--- src/rtl/align_pkg.sv ---
// Shared definitions for the alignment-link width converters (serializer and
// the receive-side deserializer).
package align_pkg;

    // Serializer FSM encoding; the numeric values are fixed so that debug
    // probes and the companion deserializer agree on them.
    typedef enum logic {
        ALIGN_SER_IDLE = 1'b0,
        ALIGN_SER_SEND = 1'b1
    } align_ser_state_e;

    // Ceiling log2, usable in constant expressions for sizing counters.
    function automatic int clog2(input int value);
        int result;
        int remaining;
        result    = 0;
        remaining = value - 1;
        while (remaining > 0) begin
            result    = result + 1;
            remaining = remaining >> 1;
        end
        return result;
    endfunction

endpackage

--- src/rtl/align_flit_serializer_if.sv ---
// Bundle of the wide-word input side and the beat output side of the
// serializer. Signal names follow the serializer's point of view.
//
// Handshake (both sides): a transfer happens on a rising edge iff
// valid & ~stall. A producer that raises valid keeps valid and data stable
// until that transfer happens. i_* signals flow into the serializer,
// o_* signals flow out of it (o_stall is the input-side back-pressure,
// i_stall is the output-side back-pressure from the link FIFO).
interface align_flit_serializer_if #(
    parameter int N     = 32,
    parameter int BEATS = 4
);
    logic [N*BEATS-1:0] i_data;
    logic               i_valid;
    logic               o_stall;
    logic [N-1:0]       o_data;
    logic               o_valid;
    logic               o_last;
    logic               i_stall;

    // Driver of the serializer (upstream producer plus downstream FIFO).
    modport master (
        output i_data, i_valid, i_stall,
        input  o_stall, o_data, o_valid, o_last
    );

    // The serializer itself.
    modport slave (
        input  i_data, i_valid, i_stall,
        output o_stall, o_data, o_valid, o_last
    );
endinterface

--- src/rtl/align_flit_serializer.sv ---
// Transmit-side width converter: takes one BEATS*N-bit word and emits it as
// BEATS N-bit beats, least-significant beat first, marking the final beat.
// The last beat's consumption and the next word's acceptance share one edge,
// so a continuous stream has no bubble between words.
module align_flit_serializer
    import align_pkg::*;
#(
    parameter int N     = 32,
    parameter int BEATS = 4
) (
    input  logic                    clk,
    input  logic                    rst_n,
    align_flit_serializer_if.slave  bus,
    output align_ser_state_e        dbg_state
);

    // Beat counter needs at least one bit even when BEATS is 1.
    localparam int BW = (clog2(BEATS) < 1) ? 1 : clog2(BEATS);
    localparam logic [BW-1:0] LAST_BEAT = BW'(BEATS - 1);

    align_ser_state_e     state_q, state_d;
    logic [N*BEATS-1:0]   word_q, word_d;
    logic [BW-1:0]        beat_q, beat_d;

    logic                 is_send;
    logic                 is_last;
    logic                 consume;
    logic                 accept;
    logic                 stall_w;

    // Next-state, handshake decode and counter update.
    always_comb begin
        state_d = state_q;
        word_d  = word_q;
        beat_d  = beat_q;

        is_send = (state_q == ALIGN_SER_SEND);
        is_last = (beat_q == LAST_BEAT);
        consume = is_send & ~bus.i_stall;
        // Input is free in IDLE, or in SEND only when the last beat leaves
        // this cycle; reset holds it off so nothing is taken mid-reset.
        stall_w = ~rst_n | (is_send & ~(consume & is_last));
        accept  = bus.i_valid & ~stall_w;

        if (accept) begin
            word_d  = bus.i_data;
            beat_d  = '0;
            state_d = ALIGN_SER_SEND;
        end else if (consume) begin
            if (is_last) begin
                state_d = ALIGN_SER_IDLE;
            end else begin
                beat_d = beat_q + 1'b1;
            end
        end
    end

    // State, held word and beat index registers.
    always_ff @(posedge clk) begin
        if (!rst_n) begin
            state_q <= ALIGN_SER_IDLE;
            beat_q  <= '0;
            word_q  <= '0;
        end else begin
            state_q <= state_d;
            beat_q  <= beat_d;
            word_q  <= word_d;
        end
    end

    assign bus.o_stall = stall_w;
    assign bus.o_valid = is_send;
    assign bus.o_last  = is_send & is_last;
    assign bus.o_data  = word_q[beat_q*N +: N];
    assign dbg_state   = state_q;

endmodule

--- src/flat_wrapper.sv ---
// flat-port wrapper written by rule: the top's interface ports become plain ports
module align_flit_serializer_flat import align_pkg::*;
#(
    parameter int N     = 32,
    parameter int BEATS = 4
)
  (clk, rst_n, dbg_state, bus_i_data, bus_i_valid, bus_i_stall, bus_o_stall, bus_o_data, bus_o_valid, bus_o_last);
  align_flit_serializer_if #(.N(N), .BEATS(BEATS)) bus_i ();
  input  logic clk;
  input  logic rst_n;
  output align_ser_state_e dbg_state;
  input wire logic [$bits(bus_i.i_data)-1:0] bus_i_data;
  input wire logic [$bits(bus_i.i_valid)-1:0] bus_i_valid;
  input wire logic [$bits(bus_i.i_stall)-1:0] bus_i_stall;
  output wire logic [$bits(bus_i.o_stall)-1:0] bus_o_stall;
  output wire logic [$bits(bus_i.o_data)-1:0] bus_o_data;
  output wire logic [$bits(bus_i.o_valid)-1:0] bus_o_valid;
  output wire logic [$bits(bus_i.o_last)-1:0] bus_o_last;
  assign bus_i.i_data = bus_i_data;
  assign bus_i.i_valid = bus_i_valid;
  assign bus_i.i_stall = bus_i_stall;
  assign bus_o_stall = bus_i.o_stall;
  assign bus_o_data = bus_i.o_data;
  assign bus_o_valid = bus_i.o_valid;
  assign bus_o_last = bus_i.o_last;
  align_flit_serializer #(.N(N), .BEATS(BEATS)) u_core (.clk(clk), .rst_n(rst_n), .bus(bus_i), .dbg_state(dbg_state));
endmodule
--- config.mk ---
export PLATFORM = sky130hd
export DESIGN_NAME = align_flit_serializer_flat
export DESIGN_NICKNAME = d
export VERILOG_FILES = /design/src/rtl/align_pkg.sv /design/src/rtl/align_flit_serializer_if.sv /design/src/rtl/align_flit_serializer.sv /design/src/flat_wrapper.sv
export SDC_FILE = /design/constraint.sdc
export NUM_CORES = 1
export LEC_CHECK = 0
export BUFFER_PORTS_ARGS = -buffer_cell sky130_fd_sc_hd__buf_2
export CORE_ASPECT_RATIO = 0.8
export CORE_UTILIZATION = 50
export DETAILED_ROUTE_END_ITERATION = 6
export HOLD_SLACK_MARGIN = 0.06
export PLACE_DENSITY = 0.82
export SYNTH_ARGS = -nofsm -noshare
export SYNTH_HDL_FRONTEND = slang
export SYNTH_SLANG_ARGS = --single-unit
--- constraint.sdc ---
create_clock -name clk -period 1.8 [get_ports clk]
set_input_delay 0.27 -clock clk [delete_from_list [all_inputs] [get_ports clk]]
set_output_delay 0.27 -clock clk [all_outputs]
set_load 0.01 [all_outputs]
# == Word-level counts from Yosys, hierarchy flattened ==
# Cells that the tools add are included.
# totals
ff_bits,131
input_bits,132
output_inout_bits,36
wordCells,25
# classes
addsub,1
eq_ne,1
n_shift,1
mux,3
n_bitwise,11
reduce_logical,5
# op_table
op,n
indexed part select 128 x 8 -> 32 bit,1
AND 1 bit,5
NOT 1 bit,5
AND reduction 2 bit,2
nonzero test 2 bit,2
2-to-1 mux 1 bit,3
adder 2 x 1 -> 2 bit (second input constant),1
equality test 2 bit (second input constant),1
OR reduction 2 bit,1
OR 1 bit,1

# == Longest topological paths before layout ==
# depth
depth_word,10
depth_mapped,7
depth_no_buf,4

# == Least setup slack after synthesis ==
# Ideal clock, no wire load.
# synth_timing
path_type,flip-flop to output port
startpoint,reg u_core.beat_q[0]
endpoint,out bus_o_data[13]
arrival_time_ns,1.349
t_required_ns,1.530
slack_ns,0.181
stages_incl_launch_ff,4
n_path_buf,2
path_cell_list,dfxtp_1 > buf_2 > buf_2 > mux4_2
# synth_via
elab_chain_cells,1
# synth_rtl
item,line_no,rtl
from (decl),align_flit_serializer.sv:23,"logic [BW-1:0] beat_q, beat_d;"
from (signal assigned),align_flit_serializer.sv:66,beat_q <= beat_d;
indexed part select 128 x 8 -> 32 bit,align_flit_serializer.sv:74,assign bus.o_data = word_q[beat_q*N +: N];
to (decl),flat_wrapper.sv:16,output wire logic [$bits(bus_i.o_data)-1:0] bus_o_data;
# No other way between the ends.

# == Final worst setup path ==
# layout_timing
startpoint,reg u_core.beat_q[0]
endpoint,out bus_o_data[8]
# The elaborated chain is that of the path after synthesis.

==> results.md <==
- Die Span Y: 99.4 um
- FF-to-FF path depth: 5
- Yosys reg bits: 131
- Power Dens Cells: 1030 mW/mm2
- Worst slew margin: 57.3%
- CTS Hold Buffers Added: 0
- Post-synth top area cell: dfxtp_1
- Max cap viols: 0
- Drt wl/cell: 14.6 um
- Peak supply drop: 755 uV
- Final Cycle Share: 108%
- Initial antenna violation count: 1
- H-tree depth: 4
- RSZ-0062 raised after global routing: true
- Port bufs: 167
- Failing checks: setup timing
- Ratio of cells with drive above 1 in the final layout: 32.6%
- Worst Hold Class: input port to flop
- Final WL: 13,500 um
- Outcome: finished with violations
- FILL cells: 886
- Fmax: 514 MHz
- Later-pin clock latency in the skew report: 0.41 ns
- Mapped Cells: 599
- Area contributors post-synth: dfxtp_1 (44%), mux2i_1 (22%), mux4_2 (12%), nand2_1 (8.2%), inv_1 (8.1%)
- Total number of vias: 4,482
- All-Layer GR Usage: 22.8%
- Hold WS: 0.0943 ns
- Register area: 0.00263 mm2
- Critical-path top delay cell: mux4_2
- CTS Buffer Depth: 2
- Worst EP required: 1.53 ns
- Global-route wire length before repair: 21,600 um
- Worst setup margin: -0.145 ns
- Non-filler cells, final: 925
- Final max-slew violation count: 0
- Die area: 0.0123 mm2
- # DRC: 0
- Clk_skew: 0.0106 ns
- Sequential-to-total area share from yosys stat: 44.2%
- Dpl cells: 888
- Final hold vios: 0
- Setup Crit Path Kind: flop to output pin
- Total grt overflow: 0
- Max incr delay on CP: 0.54 ns
- Clock sink total: 131
- Dpl ws: 0.141 ns
- Clk root buf: clkbuf_16
- Final setup fails: 32
- Synth unique cells: 20
- FP Rows: 35
- Number of global-route vias before repair: 4,767
- Worst setup EP type: output pin
- Starting Density: 51.5%
- Die span in x: 124 um
- I/O Pins: 168
- Post-synth top area share: 44.2%
- Worst Path Arrival: 1.67 ns
- Worst reg-to-reg setup slack: 0.16 ns
- Startpoint types: flop
- Hold Path Depth: 3
- P&R area growth vs syn: 31.0%
- CTS clk-pin slew, worst paths: 0.06 ns
- Worst-Margin Slew: 0.641 ns
- Area of the multi-input gates: 0.00260 mm2
- Final worst path period need: 1.94 ns
- Final antenna-violating net count: 0
- Final nets: 896
- Hpwl dp: 9140 um
- Routability cong.: 0.823
- YS warnings: 0
- TritonRoute pass-1 iters: 4
- Leak pwr: 0.00442 uW
- Num CTS Buffers: 17
- Crit Path Max Fanout: 12
- Cell chain of the critical path: buf_12, mux4_2, buf_6
- Core area: 0.0115 mm2
- Final core utilization: 67.5%
- CTS tree: done
- Mean Syn Cell Area: 9.90 um2
- DR iter-0 viols: 264
- Cell Area, Synth: 0.00593 mm2
- Pin count of the biggest net entering global routing: 67
- Vias/cell: 4.85
- Net Count, Synth: 732
layout make-up:
cell class                      instances  area share (%)
Sequential cell                       131            33.8
Multi-Input combinational cell        302            33.4
Timing Repair Buffer                  183            15.6
Inverter                              128            6.18
Clock buffer                           18            5.65
Clock inverter                         14            2.88
Tap cell                              148            2.38
Antenna cell                            1          0.0322
path summary, 6_finish.rpt:
kind	to	start
setup / recovery	bus_o_data[8]	u_core.beat_q[0]
hold / removal	u_core.word_q[82]	bus_i_data[82]
setup reg to reg	u_core.word_q[102]	u_core.beat_q[0]
hold reg to reg	u_core.word_q[33]	u_core.word_q[33]
cell usage in the layout (no fill, tap or decap):
cell        Yosys  layout
mux2i_1       128     128
nor2b_1         1       1
buf_6          11      28
clkbuf_8        0       1
ha_1            1       1
a21o_4          0       1
a21oi_1         1       1
a21bo_2         1       1
a21o_2          0       1
clkinv_2        0       1
diode_2         0       1
dfxtp_4         0       1
nor3b_1         1       1
nand2_1       129     129
and2_1          1       1
dfxtp_1       131     129
xor2_1          1       1
inv_6           0       4
clkinvlp_4      0       1
dfxtp_2         0       1
bufinv_16       0       5
buf_12          0       5
buf_2           9     138
inv_1         128     128
and3_1          2       2
buf_16          0       1
mux4_2         32      32
clkinv_4        0       3
nand2b_1        1       1
clkbuf_16       0      17
buf_4           2      11
mux2_2          1       1
timing repair:
action	in CTS	in global routing
setup endpoints to repair	32	39
setup buffers	1	1
gates resized for setup	17	16
cloned	1	1
pin swaps	0	0
cells in the mapped netlist:
cell type and instances:
buf_4 2, buf_6 11, clkbuf_1 17, a21bo_2 1, nand2_1 129, a21o_1 1, nor3b_1 1, dfxtp_1 131
and2_1 1, ha_1 1, buf_2 9, nand2b_1 1, xor2_1 1, mux4_2 32, and3_1 2, inv_1 128
mux2i_1 128, nor2b_1 1, mux2_2 1, a21oi_1 1
logic make-up (layout without fill, tap and decap cells):
| kind of cell | count (synthesis) | after routing | synth area share, % |
|---|---|---|---|
| flip-flops | 131 | 131 | 44.2 |
| AND/OR/NAND/NOR | 135 | 135 | 8.82 |
| other | 0 | 1 | 0 |
| AO/OA/AOI/OAI | 3 | 4 | 0.380 |
| XOR/XNOR | 1 | 1 | 0.148 |
| buffers and inverters | 167 | 343 | 12.3 |
| adder cells (fa/ha/maj) | 1 | 1 | 0.211 |
| multiplexers | 161 | 161 | 33.9 |
routing by layer:
metal	wire length [um]	global-route usage [%]	up-vias	share of wire, %
met5	0	0	-	0
met4	141	7.78	0	1.0
met3	841	6.31	13	6.2
met2	6680	39.3	136	49
met1	5860	27.0	2104	43
li1	-	-	2229	-
stage by stage:
step / TNS [ns] / total power, uW / instance area [um2]
floorplan: 0 / 3810 / 5930
global placement: 0 / 4090 / 6860
detailed placement: 0 / 4130 / 6860
CTS: -4.82 / 8050 / 7650
global route: -5.71 / 8320 / 7770
finish: -3.86 / 8040 / 7770
power breakdown:
group,switching (uW),internal [uW]
combinational,420,525
sequential,115,3110
clock,1350,2520
total,1880,6150
worst max-delay path: cells and delay by family (launching register included):
kind | cells | cell delay (ns)
buffers and inverters | 2 | 0.31
muxes | 1 | 0.54
DFF | 1 | 0.41
registers in the layout (all words and copies together), names as in the netlist:
name / flops
u_core.bus.o_valid: 1
u_core.beat_q: 2
u_core.word_q: 128
Note: power is estimated with default switching activity, not from simulation.
